`config.mk`:
```
export PLATFORM = sky130hd
export DESIGN_NAME = if_stage_ifid
export DESIGN_NICKNAME = d
export VERILOG_FILES = /design/src/rtl/if_stage_ifid_pkg.sv /design/src/rtl/if_stage_ifid_pipe_reg_en_clr.sv /design/src/rtl/if_stage_ifid.sv
export SDC_FILE = /design/constraint.sdc
export NUM_CORES = 1
export LEC_CHECK = 0
export ABC_CLOCK_PERIOD_IN_PS = 1910
export CAP_MARGIN = 40
export CELL_PAD_IN_SITES_DETAIL_PLACEMENT = 0
export CELL_PAD_IN_SITES_GLOBAL_PLACEMENT = 2
export CORE_MARGIN = 8
export CORE_UTILIZATION = 23
export DETAILED_ROUTE_END_ITERATION = 6
export MAX_ROUTING_LAYER = met4
export PLACE_DENSITY = 0.82
export SETUP_SLACK_MARGIN = 0.5
export SYNTH_ARGS = -nofsm -noshare
export SYNTH_HDL_FRONTEND = slang
export SYNTH_SLANG_ARGS = --single-unit
export TNS_END_PERCENT = 100
```
`constraint.sdc`:
```
create_clock -name clk -period 1.91 [get_ports clk]
set_input_delay 0.382 -clock clk [delete_from_list [all_inputs] [get_ports clk]]
set_output_delay 0.382 -clock clk [all_outputs]
set_load 0.02 [all_outputs]
```
`src/rtl/if_stage_ifid_pkg.sv`:
```
// Shared pipeline package: instruction constants, default reset PC and
// instruction field positions used by fetch, hazard detection and forwarding.
package if_stage_ifid_pkg;

    localparam int          INSTR_W          = 32;
    localparam logic [31:0] NOP_INSTR        = 32'h0000_0000;
    localparam logic [31:0] PC_RESET_DEFAULT = 32'h0040_0000;
    localparam int          RS_LSB           = 21;
    localparam int          RT_LSB           = 16;

endpackage : if_stage_ifid_pkg

```
`src/rtl/if_stage_ifid_pipe_reg_en_clr.sv`:
```
// Generic pipeline register: async active-low reset, synchronous clear
// (higher priority than enable) and load enable. Shared by all pipeline
// boundaries of the core.
module pipe_reg_en_clr #(
    parameter int             W       = 32,
    parameter logic [W-1:0]   RST_VAL = '0,
    parameter logic [W-1:0]   CLR_VAL = '0
) (
    input  logic         clk,
    input  logic         rst_n,
    input  logic         en,
    input  logic         clr,
    input  logic [W-1:0] d,
    output logic [W-1:0] q
);

    // Reset, then clear, then load, else hold.
    always_ff @(posedge clk or negedge rst_n) begin
        if (!rst_n) begin
            q <= RST_VAL;
        end else if (clr) begin
            q <= CLR_VAL;
        end else if (en) begin
            q <= d;
        end
    end

endmodule : pipe_reg_en_clr

```
`src/rtl/if_stage_ifid.sv`:
```
// Instruction-fetch stage: PC register, next-PC selection and the IF/ID
// pipeline register. Redirects (branch or jump) override stalls and flush
// IF/ID to a NOP bubble.
// Optional build macro FETCH_PERF_CNT_EN adds saturating stall/flush counters.
module if_stage_ifid
    import if_stage_ifid_pkg::*;
#(
    parameter int                ADDR_W   = 32,
    parameter logic [ADDR_W-1:0] PC_RESET = ADDR_W'(PC_RESET_DEFAULT)
) (
    input  logic               clk,
    input  logic               rst_n,
    input  logic               pc_write,
    input  logic               ifid_write,
    input  logic               branch_taken,
    input  logic [ADDR_W-1:0]  branch_target,
    input  logic               jump,
    input  logic [ADDR_W-1:0]  jump_target,
    output logic [ADDR_W-1:0]  imem_addr,
    input  logic [INSTR_W-1:0] imem_rdata,
    output logic [INSTR_W-1:0] ifid_instr,
    output logic [ADDR_W-1:0]  ifid_pc_plus4,
    output logic               ifid_valid
`ifdef FETCH_PERF_CNT_EN
    ,
    output logic [31:0]        stall_cnt,
    output logic [31:0]        flush_cnt
`endif
);

    logic [ADDR_W-1:0] pc_p0;
    logic [ADDR_W-1:0] pc_plus4;
    logic [ADDR_W-1:0] target_sel;
    logic [ADDR_W-1:0] pc_next;
    logic              pc_en;
    logic              redirect;

    // Next-PC selection: branch beats jump, redirect beats stall.
    always_comb begin
        pc_plus4   = pc_p0 + ADDR_W'(4);
        redirect   = branch_taken | jump;
        target_sel = branch_taken ? branch_target : jump_target;
        target_sel = {target_sel[ADDR_W-1:2], 2'b00};
        pc_next    = redirect ? target_sel : pc_plus4;
        pc_en      = redirect | pc_write;
    end

    pipe_reg_en_clr #(.W(ADDR_W), .RST_VAL(PC_RESET), .CLR_VAL(PC_RESET)) u_pc (
        .clk  (clk),
        .rst_n(rst_n),
        .en   (pc_en),
        .clr  (1'b0),
        .d    (pc_next),
        .q    (pc_p0)
    );

    assign imem_addr = pc_p0;

    // ---- IF/ID boundary: flush on redirect, otherwise load under ifid_write ----
    pipe_reg_en_clr #(.W(INSTR_W), .RST_VAL(NOP_INSTR), .CLR_VAL(NOP_INSTR)) u_ifid_instr (
        .clk  (clk),
        .rst_n(rst_n),
        .en   (ifid_write),
        .clr  (redirect),
        .d    (imem_rdata),
        .q    (ifid_instr)
    );

    pipe_reg_en_clr #(.W(ADDR_W), .RST_VAL('0), .CLR_VAL('0)) u_ifid_pc_plus4 (
        .clk  (clk),
        .rst_n(rst_n),
        .en   (ifid_write),
        .clr  (redirect),
        .d    (pc_plus4),
        .q    (ifid_pc_plus4)
    );

    pipe_reg_en_clr #(.W(1), .RST_VAL(1'b0), .CLR_VAL(1'b0)) u_ifid_valid (
        .clk  (clk),
        .rst_n(rst_n),
        .en   (ifid_write),
        .clr  (redirect),
        .d    (1'b1),
        .q    (ifid_valid)
    );

`ifdef FETCH_PERF_CNT_EN
    function automatic logic [31:0] sat_inc(input logic [31:0] v);
        return (v == 32'hFFFF_FFFF) ? v : v + 32'd1;
    endfunction

    // Performance counters: stalls exclude redirect cycles; both saturate.
    always_ff @(posedge clk or negedge rst_n) begin
        if (!rst_n) begin
            stall_cnt <= 32'd0;
            flush_cnt <= 32'd0;
        end else begin
            if (!pc_write && !redirect) begin
                stall_cnt <= sat_inc(stall_cnt);
            end
            if (redirect) begin
                flush_cnt <= sat_inc(flush_cnt);
            end
        end
    end
`endif

endmodule : if_stage_ifid
```
==> results of run 1 <==
-- kinds of logic (layout without fill, tap and decap cells) --
kind of cell / Yosys count / after routing / share of synthesized area
muxes: 34 / 34 / 0.06254
and+or+nand+nor: 221 / 221 / 0.2226
other: 1 / 2 / 0.0006892
xor gates and xnor gates: 15 / 15 / 0.02414
buffers and inverters: 74 / 370 / 0.05771
DFF: 94 / 94 / 0.4325
adders and majority gates: 1 / 1 / 0.002299
AOI/OAI and AO/OA: 161 / 161 / 0.1975
-- repair_timing --
item	in CTS	in global routing
endpoints found under the setup margin	187	116
setup buffers	45	27
hold buffers	1	0
hold endpoints to repair	14	0
gates resized for setup	449	98
pin swaps	61	31
gates cloned	6	0
-- layer usage --
metal  global-route usage  part of all wire  up-vias
met5                    -                 0        -
met3              0.03499             0.055       21
met1               0.2120              0.46     2831
met4              0.03694             0.013        0
li1                     -                 -     2788
met2               0.2470              0.47      171
-- power groups by stage --
stage	registers [mW]	clock network (mW)	logic (mW)
4_1_cts	2.30	1.93	1.93
3_3_place_gp	2.35	0	1.72
3_5_place_dp	2.35	0	1.73
5_1_grt	2.32	2.02	2.22
2_1_floorplan	2.49	0	0.717
6_report	2.30	1.87	2.07
-- state kept, by name, indices dropped and copies added, names as in the netlist --
| signal | cells |
|---|---|
| u_ifid_instr.q | 32 |
| u_ifid_valid.q | 1 |
| u_pc.q | 30 |
| u_ifid_pc_plus4.q | 31 |
-- worst max-delay path by stage --
| stage | slack [ns] | cells past startpoint | start | endpoint |
|---|---|---|---|---|
| 2_1_floorplan | 0.06 | 5 | u_pc.q[22] | u_pc.q[23] |
| 3_3_place_gp | -0.24 | 7 | jump | u_pc.q[27] |
| 3_5_place_dp | -0.31 | 7 | jump | u_pc.q[27] |
| 4_1_cts | 0.21 | 6 | u_pc.q[22] | u_pc.q[26] |
| 5_1_grt | 0.1 | 6 | u_pc.q[22] | u_pc.q[27] |
| 6_report | 0.17 | 5 | u_pc.q[22] | u_ifid_pc_plus4.q[23] |
-- synthesized netlist by cell type (12+ instances only) --
library cell	n
nor3_1	28
nor2_1	53
nor2b_1	31
buf_2	13
o22ai_1	13
a21oi_1	27
clkbuf_1	31
dfrtp_1	93
a211oi_1	21
mux2i_1	34
nor4_1	12
o31ai_1	30
inv_1	15
nand2_1	42
xnor2_1	15
o21ai_0	34
-- layout by cell type (no fill, tap or decap), types with 6 or more instances in the layout --
| cell | n |
|---|---|
| nor2b_1 | 28 |
| nand2_1 | 39 |
| buf_6 | 53 |
| o31ai_2 | 8 |
| nand3_1 | 7 |
| nor3_4 | 6 |
| a211oi_2 | 7 |
| o21ai_0 | 27 |
| dfrtp_2 | 22 |
| dfrtp_1 | 71 |
| clkdlybuf4s15_2 | 11 |
| xnor2_1 | 14 |
| a311oi_1 | 7 |
| nor2_1 | 50 |
| buf_12 | 16 |
| o21ai_1 | 6 |
| mux2i_1 | 34 |
| nor3_1 | 15 |
| o22ai_1 | 13 |
| o31ai_1 | 16 |
| buf_4 | 94 |
| nand4_1 | 8 |
| clkdlybuf4s50_1 | 92 |
| o31ai_4 | 6 |
| nor3_2 | 7 |
| a21oi_1 | 25 |
| nor4_4 | 11 |
| clkbuf_16 | 9 |
| buf_2 | 64 |
| a211oi_1 | 14 |
| inv_1 | 15 |
-- through the flow --
| stage | total power, mW | utilization |
|---|---|---|
| 3_3_place_gp | 4.065 | 0.3601 |
| 5_1_grt | 6.569 | 0.4149 |
| 3_5_place_dp | 4.080 | 0.3601 |
| 4_1_cts | 6.160 | 0.4070 |
| 6_report | 6.238 | 0.4149 |
| 2_1_floorplan | 3.211 | - |
-- critical path, cell delays in order (launching register included) --
cell and delay (ns):
dfstp_2 0.54, nand4_1 0.14, buf_6 0.17, buf_4 0.13
or4_4 0.52, a31oi_4 0.16
-- area by class of cell --
cell class | instances | area (sq um) | share of cell area
sequential | 94 | 2381 | 0.2460
timing repair buffer | 339 | 3142 | 0.3245
clock buffer | 9 | 225.2 | 0.02326
tap | 319 | 399.1 | 0.04123
clock inverter | 7 | 75.07 | 0.007755
inverter | 15 | 56.30 | 0.005816
multi-input combinational | 434 | 3402 | 0.3514
==> summary.md, run 1 <==
| Metric | Value |
|---|---|
| Outcome | finished clean |
| Synth-to-layout area growth | 77.90% |
| RSZ-0062 raised after global routing | true |
| Top cell type's share of synthesized area | 0.4277 |
| Synth top area cells | dfrtp_1 (43%), mux2i_1 (6.3%), o31ai_1 (4.1%), nor2_1 (3.7%), nor2b_1 (3.6%) |
| Worst Clk Skew | 0.01370 ns |
| Post-DP HPWL | around 16000 microns |
| Initial antenna violation count | 0 |
| Vias per inst | 4.775 |
| Synth Area per Inst | about 9.1 sq um |
| Worst EP required | ~2.2 ns |
| DRC Markers | 0 |
| Number of synthesized flops with an enable pin | 0 |
| Number of global-route vias before repair | ~5.9k |
| Syn Inst Count | 601 |
| Ys flop type | dfrtp_1 |
| DRT Wirelength | around 23000 microns |
| Clock power frac | 0.300 |
| Die Height | approximately 170 microns |
| Worst Setup End Kind | flip-flop |
| Final worst slack | 0.1736 ns |
| Largest net degree at the start of global routing | 36 |
| Post-synth cell types | 52 |
| R2R cell count | 5 |
| Diode count | 0 |
| Layout cells sized above 1 | 0.4154 |
| Die width | 169.8 microns |
| Combinational share of power | 0.331 |
| TritonCTS Buffers | 9 |
| VDD IR max | 0.3490 mV |
| Dpl ws | -0.3106 ns |
| Routed WL per cell | roughly 19 microns |
| Total GRT Usage | 0.1604 |
| Critical Path Fanout Max | 3 |
| Post-layout min period | around 1.7 ns |
| Worst-margin pin slew | ~0.56 ns |
| RePlAce Congestion | about 0.8 |
| Rel. slew slack | 0.6275 |
| Synth async-reset ratio | 1.000 |
| F_max | 575.9 MHz |
| Setup violators final | 0 |
| Worst skew pair latency | ~0.36 ns |
| TritonCTS clock tree | done |
| #FFs+latches synth | between 90 and 100 |
| Sequential area share after synthesis | 0.4325 |
| Crit Reg-Reg Endpoint | u_ifid_pc_plus4.q[23] |
| Design area | slightly below 0.01 sq mm |
| First-pass GRT wire length | 35090 microns |
| Pwr dens | 644.4 mW/mm^2 |
| Net Switching | ~2.1 mW |
| Setup CP Type | flip-flop to flip-flop |
| Global route overflow | 0 |
| Area of the core | 0.02333 sq mm |
| Starting Density | 0.2332 |
| Pint | 4.117 mW |
| Crit path DAT | just over 2 ns |
| Worst setup SP type | flip-flop |
| Worst hold margin | about 0.47 ns |
| DP Cell Count | 1122 |
| R2R Path Start | u_pc.q[22] |
| CTS max path bufs | 2 |
| # H-tree levels | 3 |
| Sequential share of power | 0.369 |
| Hold WC Path Type | primary input to async pin |
| Setup Total Neg Slack | 0 ns |
| Clk sink count | 94 |
| Buffers added on ports | between 150 and 200 |
| Filler cells | 2340 |
| Final period util | 0.9091 |
| Max-slew violations | 0 |
| Clk Tree Root Cell | clkbuf_16 |
| Post-route insts no fill | between 1k and 1.5k |
| Top-level port count | roughly 200 |
| FF-to-FF setup slack | about 0.17 ns |
| Worst-path clk slew | ~0.08 ns |
| Drt pass-1 iters | 5 |
| Post-route ant nets | 0 |
| Drt initial violations | between 300 and 400 |
| Via count | slightly below 6k |
| Final nets | ~1000 |
| Syn. warnings | 0 |
| Die area | about 0.029 sq mm |
| Mapped cell area | 0.005441 sq mm |
| MaxCap Viol Count | 0 |
| Final hold viol count | 0 |
| Leakage power | 4.316 nW |
| Sw Share | 0.3401 |
| Cell Rows | between 50 and 60 |
| Placed instance area | approximately 0.0084 sq mm |
| Area leader, netlist | dfrtp_1 |
Note: power is estimated with default switching activity, not from simulation.
==> run 2, diff against run 1 <==
- GPL_TIMING_DRIVEN: not set -> 0
==> summary.md, run 2 (synthesis gave the netlist of run 1 again) <==
| Metric | Value |
|---|---|
| Worst hold margin | 0.09104 ns (was 0.4734 ns) |
| Vias per inst | 4.917 (was 4.775) |
| Worst-path clk slew | 0.07 ns (was 0.08 ns) |
| Post-layout min period | 1.894 ns (was 1.736 ns) |
| Global route overflow | 0 (unchanged) |
| Buffers added on ports | 189 (was 192) |
| TritonCTS clock tree | done (unchanged) |
| Worst-margin pin slew | 0.7209 ns (was 0.5581 ns) |
| Clk sink count | 94 (unchanged) |
| RePlAce Congestion | 0.8181 (was 0.8020) |
| Design area | 0.009701 sq mm (was 0.009681 sq mm) |
| Commonest non-fill, non-tap cell in the layout | clkdlybuf4s50_1 (was buf_4) |
| Layout cells sized above 1 | 0.4267 (was 0.4154) |
| Worst skew pair latency | 0.35 ns (was 0.36 ns) |
| RSZ-0062 raised after global routing | true (unchanged) |
| Grt met1 use | 0.2159 (was 0.2120) |
| Area of the core | 0.02333 sq mm (unchanged) |
| Critical Path Fanout Max | 4 (was 3) |
| DRC Markers | 0 (unchanged) |
| Worst Setup End Kind | flip-flop (unchanged) |
| Grt met2 use | 0.2718 (was 0.2470) |
| Worst Clk Skew | 0.008230 ns (was 0.01370 ns) |
| Hold WC Path Type | primary input to async pin (unchanged) |
| Drt pass-1 iters | 5 (unchanged) |
| Setup CP Type | flip-flop to flip-flop (unchanged) |
| Largest net degree at the start of global routing | 51 (was 36) |
| Worst EP required | 2.14 ns (was 2.19 ns) |
| Post-DP HPWL | 17540 microns (was 15800 microns) |
| MaxCap Viol Count | 0 (unchanged) |
| Crit path DAT | 2.12 ns (was 2.02 ns) |
| Via count | 6028 (was 5811) |
| Die Height | 169.8 microns (unchanged) |
| Setup violators final | 0 (unchanged) |
| Max-slew violations | 0 (unchanged) |
| Final core occ | 0.4158 (was 0.4149) |
| Total GRT Usage | 0.1720 (was 0.1604) |
| Worst setup SP type | flip-flop (unchanged) |
| Cell Rows | 56 (unchanged) |
| Outcome | finished clean (unchanged) |
| Final period util | 0.9914 (was 0.9091) |
| Max FFs per register | 32 (unchanged) |
| Leakage power | 4.277 nW (was 4.316 nW) |
| # H-tree levels | 3 (unchanged) |
| Routed WL per cell | 20.23 microns (was 18.88 microns) |
| Largest registers | u_ifid_instr.q: 32 flops, u_ifid_pc_plus4.q: 31 flops, u_pc.q: 30 flops (unchanged) |
| VDD IR max | 0.3380 mV (was 0.3490 mV) |
| Most frequent cells in the layout | clkdlybuf4s50_1 (92), dfrtp_1 (71), buf_4 (70) (was buf_4 (94), clkdlybuf4s50_1 (92), dfrtp_1 (71)) |
| Number of global-route vias before repair | 6072 (was 5923) |
| Clk Tree Root Cell | clkbuf_16 (unchanged) |
| DRT Wirelength | 24810 microns (was 22980 microns) |
| Rel. slew slack | 0.5194 (was 0.6275) |
| F_max | 528.1 MHz (was 575.9 MHz) |
| Die width | 169.8 microns (unchanged) |
| Most flop-heavy register | u_ifid_instr.q (unchanged) |
| Starting Density | 0.2332 (unchanged) |
| Setup Total Neg Slack | 0 ns (unchanged) |
| Placed instance area | 0.008198 sq mm (was 0.008403 sq mm) |
| TritonCTS Buffers | 9 (unchanged) |
| Met3 Usage GRT | 0.04773 (was 0.03499) |
| Die area | 0.02884 sq mm (unchanged) |
| Drt initial violations | 337 (was 332) |
| Post-route ant nets | 0 (unchanged) |
| Diode count | 0 (unchanged) |
| GRT busiest layer | met2 (unchanged) |
| Synth-to-layout area growth | 78.27% (was 77.90%) |
| Final nets | 1005 (was 996) |
| Hold buffers post-CTS | 0 (was 1) |
| Initial antenna violation count | 0 (unchanged) |
| CTS max path bufs | 2 (unchanged) |
| First-pass GRT wire length | 37200 microns (was 35090 microns) |
| Pwr dens | 638.5 mW/mm^2 (was 644.4 mW/mm^2) |
| Final hold viol count | 0 (unchanged) |
| Top-level port count | 199 (unchanged) |
[run 2: cell count changes in the layout (fill, tap and decap cells not counted), moves of 3 or more]
cell,before,now
buf_4,94,70
clkdlybuf4s15_2,11,26
clkbuf_2,1,16
clkbuf_1,0,5
o31ai_1,16,13
buf_6,53,61
o31ai_4,6,10
nor3_1,15,12
clkbuf_8,0,4
buf_12,16,3
[run 2: path summary, 6_finish.rpt]
path / slack [ns] / cells past startpoint / endpoint / from
worst max-delay path: 0.02 / 6 / u_pc.q[27] / u_pc.q[22]
worst min-delay path: 0.09 / 1 / u_pc.q[28] / rst_n
worst max register to register: 0.02 / 6 / u_pc.q[27] / u_pc.q[22]
worst min register to register: 0.50 / 2 / u_ifid_valid.q / u_ifid_valid.q
max in group asynchronous: 1.12 / 2 / u_pc.q[7] / rst_n
min in group clk: 0.50 / 2 / u_ifid_valid.q / u_ifid_valid.q
[run 2: power breakdown]
part,total (mW),switching (mW),internal (mW),leakage (nW)
Sequential,2.27,0.129,2.15,1.21
Combinational,2.14,1.12,1.02,2.93
Clock,1.78,0.884,0.901,0.134
[run 2: layout make-up]
type                            count  area [sq um]
Buffer                             59         494.2
Sequential cell                    94          2381
Fill cell                        2368         13630
Inverter                           15         60.06
Tap cell                          319         399.1
Timing Repair Buffer              289          2559
Clock buffer                        9         225.2
Clock inverter                      7         57.56
Multi-Input combinational cell    434          3525
[run 2: per-stage QoR]
step / setup slack (ns) / total power [mW] / std cells
6_report: 0.01648 / 6.194 / 1226
5_1_grt: 0.02090 / 6.485 / 1226
4_1_cts: 0.1266 / 6.016 / 1191
3_5_place_dp: -0.8607 / 4.031 / 1111
3_3_place_gp: -3.901 / 4.017 / 1110
2_1_floorplan: 0.06319 / 3.211 / 602
[run 2: per-layer routing]
layer,wire [microns],vias to the layer above
met4,393,0
met3,1888,23
met5,0,-
li1,-,2812
met2,11850,196
met1,10670,2997
[run 2: worst max-delay path: stages, from the launching register on]
cell and delay (ns):
dfstp_2 0.56, nand4_1 0.16, buf_4 0.19, or4_4 0.43
buf_2 0.18, nor3_1 0.16, a211oi_1 0.10
[run 2: what timing repair did]
action                                  in CTS  in global routing
buffers inserted                            61                 34
gates resized for setup                    429                141
pin swaps                                   50                 43
gates cloned                                 3                  1
endpoints found under the setup margin     161                107
==> run 3, diff against run 2 <==
- GPL_TIMING_DRIVEN: 0 -> not set
- HOLD_SLACK_MARGIN: not set -> 0.1
==> results of run 3 <==
The final DEF is identical to that of run 1; final timing and power are the same.
